**config.mk**
```make
export PLATFORM = sky130hd
export DESIGN_NAME = cpu_datapath_eae
export DESIGN_NICKNAME = d
export VERILOG_FILES = /design/src/rtl/cpu_datapath_eae.sv
export SDC_FILE = /design/constraint.sdc
export NUM_CORES = 1
export LEC_CHECK = 0
export CAP_MARGIN = 20
export CORE_UTILIZATION = 50
export CTS_CLUSTER_SIZE = 16
export DETAILED_ROUTE_END_ITERATION = 16
export DONT_BUFFER_PORTS = 1
export SLEW_MARGIN = 20
export SYNTH_ARGS = -nofsm -noshare
export SYNTH_HDL_FRONTEND = slang
export SYNTH_SLANG_ARGS = --single-unit
```
**constraint.sdc**
```tcl
create_clock -name clock -period 2.95 [get_ports clock]
set_input_delay 0.295 -clock clock [delete_from_list [all_inputs] [get_ports clock]]
set_output_delay 0.295 -clock clock [all_outputs]
set_load 0.01 [all_outputs]
```
**src/rtl/cpu_datapath_eae.sv**
```systemverilog
// PDP-8 accumulator datapath (AC, LK, MQ, IOT dataout) with an iterative
// multiply/divide engine and a debounced front-panel switch-register monitor.
module cpu_datapath_eae #(
    parameter int WIDTH     = 12,
    parameter int DT_WIDTH  = 8,
    parameter int SR_STABLE = 4
) (
    input  logic                clock,
    input  logic                resetN,
    input  logic                op_valid,
    input  logic [3:0]          ac_op,
    input  logic [WIDTH-1:0]    mb,
    input  logic [WIDTH-1:0]    swreg,
    input  logic [DT_WIDTH-1:0] datain,
    output logic [WIDTH-1:0]    ac,
    output logic                lk,
    output logic [WIDTH-1:0]    mq,
    output logic                busy,
    output logic                done,
    output logic [DT_WIDTH-1:0] dataout,
    output logic                srchange
);

    localparam int IT_W = $clog2(WIDTH);
    localparam int SC_W = $clog2(SR_STABLE + 1);
    localparam logic [IT_W-1:0] IT_LAST = IT_W'(WIDTH - 1);
    localparam logic [SC_W-1:0] SC_DONE = SC_W'(SR_STABLE);

    localparam logic [3:0] OP_NOP = 4'd0;
    localparam logic [3:0] OP_CLA = 4'd1;
    localparam logic [3:0] OP_AND = 4'd2;
    localparam logic [3:0] OP_TAD = 4'd3;
    localparam logic [3:0] OP_OSR = 4'd4;
    localparam logic [3:0] OP_LAS = 4'd5;
    localparam logic [3:0] OP_MQA = 4'd6;
    localparam logic [3:0] OP_SWP = 4'd7;
    localparam logic [3:0] OP_MQL = 4'd8;
    localparam logic [3:0] OP_CLL = 4'd9;
    localparam logic [3:0] OP_CML = 4'd10;
    localparam logic [3:0] OP_IOR = 4'd11;
    localparam logic [3:0] OP_IOW = 4'd12;
    localparam logic [3:0] OP_MUL = 4'd13;
    localparam logic [3:0] OP_DVI = 4'd14;

    typedef enum logic [1:0] {
        S_IDLE,
        S_MUL,
        S_DVI
    } state_t;

    state_t state;

    // Engine working registers: opnd is the multiplicand or divisor,
    // {part_hi, part_lo} is the running product or {remainder, dividend/quotient}.
    logic [WIDTH-1:0] opnd;
    logic [WIDTH-1:0] part_hi;
    logic [WIDTH-1:0] part_lo;
    logic [IT_W-1:0]  it_cnt;
    logic             last_iter;
    logic             accept;

    logic [WIDTH:0]   tad_sum;
    logic [WIDTH:0]   mul_sum;
    logic [WIDTH-1:0] mul_lo_nx;
    logic [WIDTH:0]   div_shift;
    logic             div_ge;
    logic [WIDTH-1:0] div_diff;
    logic [WIDTH-1:0] div_hi_nx;
    logic [WIDTH-1:0] div_lo_nx;

    logic [WIDTH-1:0] stable_sr;
    logic [WIDTH-1:0] cand_sr;
    logic [SC_W-1:0]  sr_cnt;
    logic [SC_W-1:0]  sr_cnt_nx;

    assign accept    = op_valid && !busy;
    assign last_iter = (it_cnt == IT_LAST);
    assign tad_sum   = {1'b0, ac} + {1'b0, mb};

    // Shift-add multiply: add multiplicand when the current multiplier bit is
    // set, then shift the whole {carry, hi, lo} right by one.
    assign mul_sum   = {1'b0, part_hi} + (part_lo[0] ? {1'b0, opnd} : '0);
    assign mul_lo_nx = {mul_sum[0], part_lo[WIDTH-1:1]};

    // Restoring divide: remainder < divisor always, so the difference fits WIDTH bits.
    assign div_shift = {part_hi, part_lo[WIDTH-1]};
    assign div_ge    = (div_shift >= {1'b0, opnd});
    assign div_diff  = div_shift[WIDTH-1:0] - opnd;
    assign div_hi_nx = div_ge ? div_diff : div_shift[WIDTH-1:0];
    assign div_lo_nx = {part_lo[WIDTH-2:0], div_ge};

    always_ff @(posedge clock) begin
        if (state == S_IDLE) begin
            opnd    <= mb;
            part_hi <= (ac_op == OP_DVI) ? ac : '0;
            part_lo <= mq;
            it_cnt  <= '0;
        end else if (state == S_MUL) begin
            part_hi <= mul_sum[WIDTH:1];
            part_lo <= mul_lo_nx;
            it_cnt  <= it_cnt + 1'b1;
        end else begin
            part_hi <= div_hi_nx;
            part_lo <= div_lo_nx;
            it_cnt  <= it_cnt + 1'b1;
        end
    end

    always_ff @(posedge clock) begin
        if (!resetN) begin
            state   <= S_IDLE;
            ac      <= '0;
            lk      <= 1'b0;
            mq      <= '0;
            dataout <= '0;
            busy    <= 1'b0;
            done    <= 1'b0;
        end else begin
            done <= 1'b0;
            case (state)
                S_IDLE: begin
                    if (accept) begin
                        done <= 1'b1;
                        case (ac_op)
                            OP_NOP: ;
                            OP_CLA: ac <= '0;
                            OP_AND: ac <= ac & mb;
                            OP_TAD: begin
                                ac <= tad_sum[WIDTH-1:0];
                                lk <= lk ^ tad_sum[WIDTH];
                            end
                            OP_OSR: ac <= ac | swreg;
                            OP_LAS: ac <= swreg;
                            OP_MQA: ac <= ac | mq;
                            OP_SWP: begin
                                ac <= mq;
                                mq <= ac;
                            end
                            OP_MQL: begin
                                mq <= ac;
                                ac <= '0;
                            end
                            OP_CLL: lk <= 1'b0;
                            OP_CML: lk <= ~lk;
                            OP_IOR: ac <= ac | WIDTH'(datain);
                            OP_IOW: dataout <= ac[DT_WIDTH-1:0];
                            OP_MUL: begin
                                done  <= 1'b0;
                                busy  <= 1'b1;
                                state <= S_MUL;
                            end
                            OP_DVI: begin
                                // Quotient would not fit (or divide by zero): flag and finish now.
                                if (ac >= mb) begin
                                    lk <= 1'b1;
                                end else begin
                                    done  <= 1'b0;
                                    busy  <= 1'b1;
                                    state <= S_DVI;
                                end
                            end
                            default: ;
                        endcase
                    end
                end
                S_MUL: begin
                    if (last_iter) begin
                        ac    <= mul_sum[WIDTH:1];
                        mq    <= mul_lo_nx;
                        lk    <= 1'b0;
                        busy  <= 1'b0;
                        done  <= 1'b1;
                        state <= S_IDLE;
                    end
                end
                S_DVI: begin
                    if (last_iter) begin
                        ac    <= div_hi_nx;
                        mq    <= div_lo_nx;
                        lk    <= 1'b0;
                        busy  <= 1'b0;
                        done  <= 1'b1;
                        state <= S_IDLE;
                    end
                end
                default: begin
                    busy  <= 1'b0;
                    state <= S_IDLE;
                end
            endcase
        end
    end

    assign sr_cnt_nx = (swreg == cand_sr) ? sr_cnt + 1'b1 : SC_W'(1);

    // Switch register debounce: a new value must persist SR_STABLE cycles.
    always_ff @(posedge clock) begin
        if (!resetN) begin
            stable_sr <= swreg;
            cand_sr   <= swreg;
            sr_cnt    <= '0;
            srchange  <= 1'b0;
        end else begin
            srchange <= 1'b0;
            if (swreg != stable_sr) begin
                cand_sr <= swreg;
                if (sr_cnt_nx == SC_DONE) begin
                    stable_sr <= swreg;
                    sr_cnt    <= '0;
                    srchange  <= 1'b1;
                end else begin
                    sr_cnt <= sr_cnt_nx;
                end
            end else begin
                sr_cnt <= '0;
            end
        end
    end

endmodule

```
After elaboration in Yosys (flattened, before gate mapping). Cells that the tools add are included. W data, S select, Z words.

Add/sub/neg operators: 5. Bitwise logic cells: 8. Order comparisons: 2. Reduce and logical (&&, ||, !) cells: 16. Mux-type cells: 43. Eq/ne operators: 32.

Operators with widths (number): $mux W12 (19); $pmux W12 S8 (1); $pmux W12 S3 (2); $eq A4 B4 Y1 const B (8); $add A12 B12 Y13 (2); $or A12 B12 Y12 (2); $eq A4 B3 Y1 const B (4); $reduce_and A5 Y1 (3); $ge A13 B12 Y1 (1); $and A12 B12 Y12 (1); $eq A12 B12 Y1 (1); $ge A12 B12 Y1 (1); $ne A12 B12 Y1 (1); $or A12 B8 Y12 (1); $sub A12 B12 Y12 (1); $pmux W1 S2 (5); $mux W1 (9); $ne A9 B2 Y1 const B (1); $eq A4 B2 Y1 const B (2); $ne A2 B2 Y1 const B (4); $pmux W2 S2 (2); $mux W2 (3); $ne A2 B1 Y1 const B (3); $reduce_or A2 Y1 (3); other kinds (23) (26).

Output and inout bits: 36. Word-level logic and storage cells: 121. Register bits after elaboration: 105. Bits of input ports: 39.

Logic depth before layout (Yosys ltp). Gate-level depths: netlist of run 1.

Word-level depth: 6. Mapped depth: 13. Mapped depth without buffers: 12.

Worst setup path before layout of run 1. OpenSTA, ideal clock, no wires.

Path kind: reg-to-reg. Start point: register ac[0]. End point: register ac[10]. Setup slack: 319 ps. Period minus slack after synthesis: 2631 ps. Arrival time: 2497 ps. Buffers on the path: 0. Cell stages (with the launch flop): 12. Setup time: 134 ps. Data required time: 2816 ps. Cell sequence: dfxtp_1 -> ha_1 -> inv_1 -> fa_1 -> o21bai_1 -> a21oi_1 -> o41a_1 -> o221ai_2 -> xnor2_1 -> nor2_1 -> a2111oi_0 -> a211oi_1.

Cells in the longest elaborated chain, start to end: 4.

RTL lines: from (decl) (line 15) `output logic [WIDTH-1:0] ac,`; from (signal assigned) (line 127) `OP_AND: ac <= ac & mb;`; from (signal assigned) (line 129) `ac <= tad_sum[WIDTH-1:0];`; from (signal assigned) (line 132) `OP_OSR: ac <= ac | swreg;`; $add A12 B12 Y13 (line 78) `assign tad_sum = {1'b0, ac} + {1'b0, mb};`; $pmux W12 S8 (line 124) `case (ac_op)`; $mux W12 (line 122) `if (accept) begin`; $pmux W12 S3 (line 120) `case (state)`.

Every way passes these cells. The select of a mux whose other input is x is not followed. A chain may end at the register's enable or synchronous reset.

Worst setup path after layout of run 1.
Start point: register opnd[0]. End point: register ac[9].

Cells in the longest elaborated chain, start to end: 4. Elaborated cells on any way between the ends: 8. Those cells by class: add/sub (2); order compare (1); mux (5).

RTL lines: from (decl) (line 55) `logic [WIDTH-1:0] opnd;`; from (signal assigned) (line 94) `opnd <= mb;`; $sub A12 B12 Y12 (tied with other cells) (line 88) `assign div_diff = div_shift[WIDTH-1:0] - opnd;`; $mux W12 / $add A12 B12 Y13 (equally long branches) (line 89, 82); $mux W12 (on tied branches) (line 177, 167); $pmux W12 S3 * (line 120); to (signal assigned) (line 127); to (signal assigned) (line 129); to (signal assigned) (line 178) `ac <= div_hi_nx;`.

Mark *: on every way between the ends. The rest lies on a longest branch, timed or not. The select of a mux whose other input is x is not followed.

==> flow_summary.toml, run 1 <==
[outcome]
status = "finished, final reports clean"

[timing]
fin_worst_skew_ns = 0.01290
rsz0062_at_grt = "false"
fin_setup_tns_ns = 0
post-route-period-util_pct = 93.69
tightest_slew_ns = 1.149
post-route-min-period_ns = 2.764
finalHoldViolCount = 0
timing.fmax_ghz = 0.3618
drv_slew = 0
relSlewSlack_pct = 22.89
setup_violations = 0

[global_route]
antenna_found_initial = 1
grt_use_met1_pct = 42.89
track_usage_pct = 29.77
grt.met3_usage_pct = 8.013
grt_use_met2_pct = 43.78
grt_overflow_total = 0
grt_max_degree = 50
grt.busiest_layer = "met2"
grt_pass1_wl_mm = 33.93
first_global_vias = 5998

[floorplanning]
io_pins = 75
initial_utilization_pct = 51.09
die_w_um = 123.9
core_um2 = 14530
die_h_um = 123.9
die-area_um2 = 15340
rows = 44

[clock_network]
cts-root-buf = "clkbuf_16"
ctsLongestPathBuffers = 2
clock-sinks = 105
cts_max_level = 3
numCtsBuffers = 9
insertion_delay_ns = 0.36
path_clk_slew_ns = 0.08
postCtsSetupBuffers = 0
cts_tree = "built"

[route]
num_vias = 6369
avgViaCountPerCell = 6.232
drt-initial-drc-count = 612
drtAntennaViolNets = 0
first_pass_iters = 5
drc_errors = 0
drt_wl_total_mm = 22.04
wire_per_inst_um = 21.57

[power_and_ir_drop]
ir_drop_mv = 0.2773
powerDensity_nw_per_um2 = 421.4
leakage_nw = 3.139

[placed_design]
hpwl_mm = 16.65
portBuffers = 0
gp_congestion = 0.8985

[logic_synthesis]
synth_area_leaders = "dfxtp_1, edfxtp_1, ha_1, xnor2_1, mux2i_1"
netlist_area_um2 = 7426
synth_nets = 937
synth_seq_area_share_pct = 33.16
synth_most_common_cell = "nand2_1"
avgSynthCellArea_um2 = 8.830
synth_top_area_cell = "dfxtp_1"
synth_edf_count = 36
synth_cell_types = 84
synthFlopType = "dfxtp_1"
ys_seq_elements = 105
postSynthCellCount = 841
ys_async_sr_fraction_pct = 0
synthTopCellsByCount = "nand2_1, dfxtp_1, ha_1, nor2_1, a21oi_1"
synth_top_area_share_pct = 18.60
yosysWarnings = 0

[worst_setup_path]
cp.arrival_ns = 3.00
r2r_slack_ns = 0.19
crit_fanout = 3
start_kind = "flip-flop"
end_kind = "flip-flop"
path_class = "reg -> reg"
worstPathRequired_ns = 3.18

[hold_path]
worstHoldPathType = "in -> reg"

[cells_and_area]
fin_nets = 929
diodes = 0
layout-drive-gt1-share_pct = 7.995
syn2layout_area_growth_pct = 7.279
fin_util_pct = 54.81

[flow_run]
maxCapViolCount = 0
[routing by layer]
layer / vias up / share of wire [%]
met5: - / 0.059
met4: 2 / 1.5
met3: 25 / 9.8
met2: 274 / 43
met1: 3036 / 46
li1: 3032 / -
[flip-flops by register name, indices dropped and copies added (netlist names), 4 cells and up]
name and flops:
part_hi 12, cand_sr 12, ac 12, stable_sr 12, part_lo 12, mq 12, it_cnt 4, dataout 8
opnd 12
[cell type report]
type	count	area, µm²
fill	1365	6568
multi-input combinational	647	4614
sequential	105	2462
clock buffer	10	250.2
tap	184	230.2
inverter	48	180.2
timing repair buffer	22	165.2
clock inverter	6	63.81
[metrics by stage]
step                instance area, µm²  hold WS, ns  std cells  setup WS, ns  total power [W]
detailed placement                7649       0.3941       1006        0.1589         0.002117
global placement                  7649       0.3941       1006        0.1954         0.002109
CTS                               7963      0.01823       1022        0.1280         0.003366
finish                            7966      0.02206       1022        0.1861         0.003357
global route                      7966      0.01539       1022       0.01366         0.003480
floorplan                         7426       0.3939        841        0.3190         0.002001
[placed cells by master (no fill, tap or decap), types with 4 or more instances in the layout]
cell type,instances
nand2_1,70
dfxtp_1,69
ha_1,52
nor2_1,51
a21oi_1,48
inv_1,47
xnor2_1,47
o21ai_0,43
edfxtp_1,36
nor2b_1,33
mux2i_1,32
nor3_1,25
buf_4,22
nand3_1,20
nand2b_1,17
and2_1,15
o21a_1,15
a221oi_1,15
o211ai_1,14
nand4_1,12
a21o_1,11
clkbuf_16,10
o21ai_1,9
a211oi_1,8
o21bai_1,7
xor2_1,7
o31a_1,4
and3_1,4
or3_1,4
o2111a_1,4
a311oi_1,4
o22ai_1,4
a2111oi_0,4
[timing repair]
action                                  4_1_cts  5_1_grt
endpoints found under the setup margin        0        1
hold buffers                                  0        0
gates resized for setup                       0        1
[report_power, final]
part	total, W	internal (W)	switching (W)
Combinational	0.000500	0.000206	0.000294
Sequential	0.00160	0.00155	0.0000468
Clock	0.00126	0.000650	0.000612
[final timing paths]
path,to,start,cells after the start
setup / recovery,ac[9]$_SDFFE_PN0P_,opnd[0]$_DFFE_PP_,12
hold / removal,opnd[8]$_DFFE_PP_,mb[8],0
setup reg to reg,ac[9]$_SDFFE_PN0P_,opnd[0]$_DFFE_PP_,12
hold reg to reg,it_cnt[0]$_SDFF_PP0_,it_cnt[0]$_SDFF_PP0_,1
[critical path: stages (launching register included)]
cell and delay (ns):
edfxtp_1 0.40, and2_1 0.14, ha_1 0.22, inv_1 0.07
fa_1 0.38, nand2b_1 0.20, a21oi_2 0.23, nor3_1 0.11
o31ai_2 0.29, xnor2_1 0.16, nor2_1 0.08, a211oi_2 0.24
o32ai_1 0.11
[cell families after synthesis]
logic type | Yosys count | share of synthesized area [%]
DFF | 105 | 33.16
buffers and inverters | 89 | 4.819
AOI/OAI and AO/OA | 234 | 22.71
xor gates and xnor gates | 54 | 6.369
muxes | 34 | 4.667
adders and majority gates | 57 | 9.907
and+or+nand+nor | 268 | 18.37
Note: power is estimated with default switching activity, not from simulation.
==> inputs of run 2 (changes only) <==
- REMOVE_ABC_BUFFERS: unset -> 1
==> flow_summary.toml, run 2 (same netlist as run 1, synthesis figures left out) <==
[outcome]
status = "finished, final reports clean"

[clock_network]
cts-root-buf = "clkbuf_16"
insertion_delay_ns = 0.36
ctsLongestPathBuffers = 2
cts_hold_buffers = 0
numCtsBuffers = 9
cts_tree = "built"
path_clk_slew_ns = 0.07
cts_max_level = 3
clock-sinks = 105

[worst_setup_path]
worstSetupStartpoint = "ac[0]$_SDFFE_PN0P_"
crit_fanout = 3
end_kind = "flip-flop"
start_kind = "flip-flop"
worstPathRequired_ns = 3.17
cp.arrival_ns = 3.01
path_class = "reg -> reg"
r2r-start = "ac[0]$_SDFFE_PN0P_"

[timing]
tightest_slew_ns = 0.6653
finalHoldViolCount = 0
post-route-period-util_pct = 94.43
fin_setup_tns_ns = 0
fin_worst_skew_ns = 0.007371
setup_violations = 0
relSlewSlack_pct = 55.64
post-route-min-period_ns = 2.786
timing.fmax_ghz = 0.3590
drv_slew = 0
hold-worst-slack_ns = 0.02820

[global_route]
grt_max_degree = 50
grt.busiest_layer = "met2"
grt_overflow_total = 0
grt_pass1_wl_mm = 32.83
track_usage_pct = 28.67
first_global_vias = 6052
grt_use_met1_pct = 38.52
grt_use_met2_pct = 45.49
grt.met3_usage_pct = 7.097
antenna_found_initial = 0

[cells_and_area]
layout-drive-gt1-share_pct = 8.886
fin_nets = 935
syn2layout_area_growth_pct = 7.548
diodes = 0
fin_util_pct = 54.95
layout_common_cells = "nand2_1, dfxtp_1, nor2_1, ha_1, a21oi_1"
nFillCells = 1385
final_common_cell = "nand2_1"

[power_and_ir_drop]
powerDensity_nw_per_um2 = 406.1
leakage_nw = 3.141
p_seq_share_pct = 49.1
power_switching_w = 0.0009029
swShare_pct = 27.84
combPwrFrac_pct = 15.4
pwr-share-clk_pct = 35.5
p_int_w = 0.002340
ir_drop_mv = 0.2891

[route]
drc_errors = 0
num_vias = 6260
drt-initial-drc-count = 537
wire_per_inst_um = 20.72
drt_wl_total_mm = 21.30
drtAntennaViolNets = 0
first_pass_iters = 5
avgViaCountPerCell = 6.089

[placed_design]
portBuffers = 0
gp_congestion = 0.9114
hpwl_mm = 16.11

[hold_path]
worstHoldStart = "mb[1]"
worstHoldPathType = "in -> reg"

[floorplanning]
rows = 44
die_h_um = 123.9
die_w_um = 123.9
io_pins = 75
die-area_um2 = 15340
initial_utilization_pct = 51.09
core_um2 = 14530

[flow_run]
maxCapViolCount = 0
## run 2: cell types whose count changed in the layout (fill, tap and decap cells not counted), sizes merged
cell      delta
inv          -1
clkbuf       -1
buf          +6
clkinvlp     +2
## run 2: layer usage
layer,vias to the layer above,wire [µm]
met5,-,0
met3,38,1463
met1,2969,9950
li1,3042,-
met2,211,9437
met4,0,452
## run 2: critical path: stages (launching register included)
cell	delay, ns
dfxtp_1	0.33
ha_1	0.19
inv_1	0.06
fa_1	0.40
o21bai_1	0.16
a21oi_1	0.15
o41a_1	0.38
o221ai_2	0.22
xnor2_1	0.15
nor2_1	0.07
a2111oi_2	0.41
a211oi_1	0.12
## run 2: cell type report
type                       instances  area [µm²]  share of cell area, %
tap                              184       230.2                  2.883
multi-input combinational        647        4626                  57.92
clock buffer                       9       225.2                  2.820
sequential                       105        2462                  30.83
clock inverter                     7       52.55                 0.6580
timing repair buffer              28       210.2                  2.632
inverter                          48       180.2                  2.256
## run 2: through the flow
| step | setup slack (ns) | cells | cell area [µm²] | power, W |
|---|---|---|---|---|
| 5_1_grt | -0.01283 | 1028 | 7986 | 0.003381 |
| 4_1_cts | 0.1253 | 1027 | 7964 | 0.003262 |
| 3_3_place_gp | 0.2436 | 1011 | 7686 | 0.002105 |
| 2_1_floorplan | 0.08245 | 800 | 7248 | 0.001975 |
| 3_5_place_dp | 0.1401 | 1011 | 7686 | 0.002115 |
| 6_report | 0.1644 | 1028 | 7986 | 0.003243 |
## run 2: final timing paths
check / endpoint / slack, ns / cells after the start
setup / recovery: ac[10]$_SDFFE_PN0P_ / 0.16 / 11
hold / removal: opnd[1]$_DFFE_PP_ / 0.03 / 0
setup reg to reg: ac[10]$_SDFFE_PN0P_ / 0.16 / 11
hold reg to reg: it_cnt[0]$_SDFF_PP0_ / 0.45 / 1
## run 2: timing repair
item	CTS	global route
setup endpoints to repair	0	2
endpoints found under the hold margin	0	0
setup buffers	0	1
resized for setup	0	5
## run 2: power by group through the flow
stage / clock network, W / registers [W] / logic [W]
floorplan: 0 / 0.00162 / 0.000353
global placement: 0 / 0.00162 / 0.000481
detailed placement: 0 / 0.00163 / 0.000489
CTS: 0.00118 / 0.00159 / 0.000492
global route: 0.00124 / 0.00160 / 0.000546
finish: 0.00115 / 0.00159 / 0.000500
==> inputs of run 3 (changes only) <==
- HOLD_SLACK_MARGIN: unset -> 0.03
- SKIP_CTS_REPAIR_TIMING: unset -> 1
==> flow_summary.toml, run 3 (same netlist as run 1, synthesis figures left out) <==
[worst_setup_path]
end_kind = "flip-flop"
worstPathRequired_ns = 3.17
reg2regPathDepth = 11
crit_fanout = 3
cp.arrival_ns = 3.00
r2r-start = "ac[0]$_SDFFE_PN0P_"
start_kind = "flip-flop"
path_class = "reg -> reg"
r2r-end = "ac[10]$_SDFFE_PN0P_"
r2r_slack_ns = 0.17

[cells_and_area]
fin_util_pct = 56.60
final_common_cell = "nand2_1"
diodes = 0
fin_area_um2 = 8227
layout-drive-gt1-share_pct = 8.641
syn2layout_area_growth_pct = 10.78
fin_nets = 959
multiInputGateArea_um2 = 4626
nFillCells = 1368
seq_area_um2 = 2462
fin_cells = 1052
layout_common_cells = "nand2_1, dfxtp_1, nor2_1, ha_1, a21oi_1"

[route]
drt-initial-drc-count = 539
drtAntennaViolNets = 0
num_vias = 6343
first_pass_iters = 5
avgViaCountPerCell = 6.029
wire_per_inst_um = 20.58
drt_wl_total_mm = 21.65
drc_errors = 0

[clock_network]
ctsLongestPathBuffers = 2
cts_max_level = 3
cts-root-buf = "clkbuf_16"
insertion_delay_ns = 0.36
cts_tree = "built"
numCtsBuffers = 9
path_clk_slew_ns = 0.07
clock-sinks = 105

[global_route]
grt_pass1_wl_mm = 32.83
grt_max_degree = 50
grt_overflow_total = 0
first_global_vias = 6052
track_usage_pct = 28.67
antenna_found_initial = 0

[floorplanning]
die_h_um = 123.9
rows = 44
die_w_um = 123.9
io_pins = 75
initial_utilization_pct = 51.09
core_um2 = 14530
die-area_um2 = 15340

[hold_path]
worstHoldStart = "resetN"
hold_depth = 1
worstHoldPathType = "in -> reg"
worstHoldEndpoint = "ac[0]$_SDFFE_PN0P_"

[timing]
timing.fmax_ghz = 0.3600
fin_ws_ns = 0.1719
finalHoldViolCount = 0
tightest_slew_ns = 0.6628
post-route-min-period_ns = 2.778
fin_worst_skew_ns = 0.006675
post-route-period-util_pct = 94.17
drv_slew = 0
relSlewSlack_pct = 55.82
setup_violations = 0

[flow_run]
maxCapViolCount = 0

[outcome]
status = "finished, final reports clean"

[power_and_ir_drop]
powerDensity_nw_per_um2 = 398.0
ir_drop_mv = 0.2902
leakage_nw = 3.241

[placed_design]
gp_congestion = 0.9114
postPlaceCellArea_um2 = 7686
dpl.cell_count = 1011
portBuffers = 0
post-place-ws_ns = 0.1401
hpwl_mm = 16.11
-- run 3: layout make-up --
class | count | share of cell area (%)
flip-flops and latches | 105 | 29.93
clock buffers | 9 | 2.738
well taps | 184 | 2.798
clock inverters | 7 | 0.6388
inverters | 48 | 2.190
multi-input cells | 647 | 56.23
repair buffers | 52 | 5.475
-- run 3: routing by layer --
metal / GRT usage [%] / vias to the layer above / part of all wire [%]
li1: - / 3096 / -
met1: 38.52 / 3020 / 47
met2: 45.49 / 191 / 45
met3: 7.097 / 36 / 6.5
met4: 7.831 / 0 / 1.8
met5: 0 / - / 0
-- run 3: power breakdown --
| part | switching (W) | internal [W] | leakage, nW |
|---|---|---|---|
| registers | 0.0000439 | 0.00155 | 0.929 |
| logic | 0.000296 | 0.000234 | 2.18 |
| clock network | 0.000573 | 0.000579 | 0.131 |
| total | 0.000912 | 0.00236 | 3.24 |
-- run 3: metrics by stage --
| stage | hold WS (ns) | total power [W] | TNS, ns |
|---|---|---|---|
| 4_1_cts | 0.01779 | 0.003262 | 0 |
| 3_3_place_gp | 0.3941 | 0.002105 | 0 |
| 5_1_grt | 0.05676 | 0.003409 | -0.0005962 |
| 6_report | 0.07721 | 0.003274 | 0 |
| 2_1_floorplan | 0.3939 | 0.001975 | 0 |
| 3_5_place_dp | 0.3941 | 0.002115 | 0 |
-- run 3: critical path: stages, from the launching register on --
cell	delay (ns)
dfxtp_1	0.33
ha_1	0.19
inv_1	0.06
fa_1	0.40
o21bai_1	0.16
a21oi_1	0.15
o41a_1	0.38
o221ai_2	0.22
xnor2_1	0.15
nor2_1	0.07
a2111oi_2	0.40
a211oi_1	0.12
-- run 3: worst max-delay path by stage --
stage | from | cells past startpoint | end | slack [ns]
after global routing | ac[0]$_SDFFE_PN0P_ | 11 | ac[10]$_SDFFE_PN0P_ | -0.0006
after floorplan | state[1]$_SDFFE_PN0P_ | 8 | mq[10]$_SDFFE_PN0P_ | 0.08
after CTS | ac[0]$_SDFFE_PN0P_ | 11 | ac[10]$_SDFFE_PN0P_ | 0.13
final | ac[0]$_SDFFE_PN0P_ | 11 | ac[10]$_SDFFE_PN0P_ | 0.17
after detailed placement | ac[0]$_SDFFE_PN0P_ | 11 | ac[10]$_SDFFE_PN0P_ | 0.14
after global placement | part_lo[11]$_DFF_P_ | 12 | ac[10]$_SDFFE_PN0P_ | 0.24
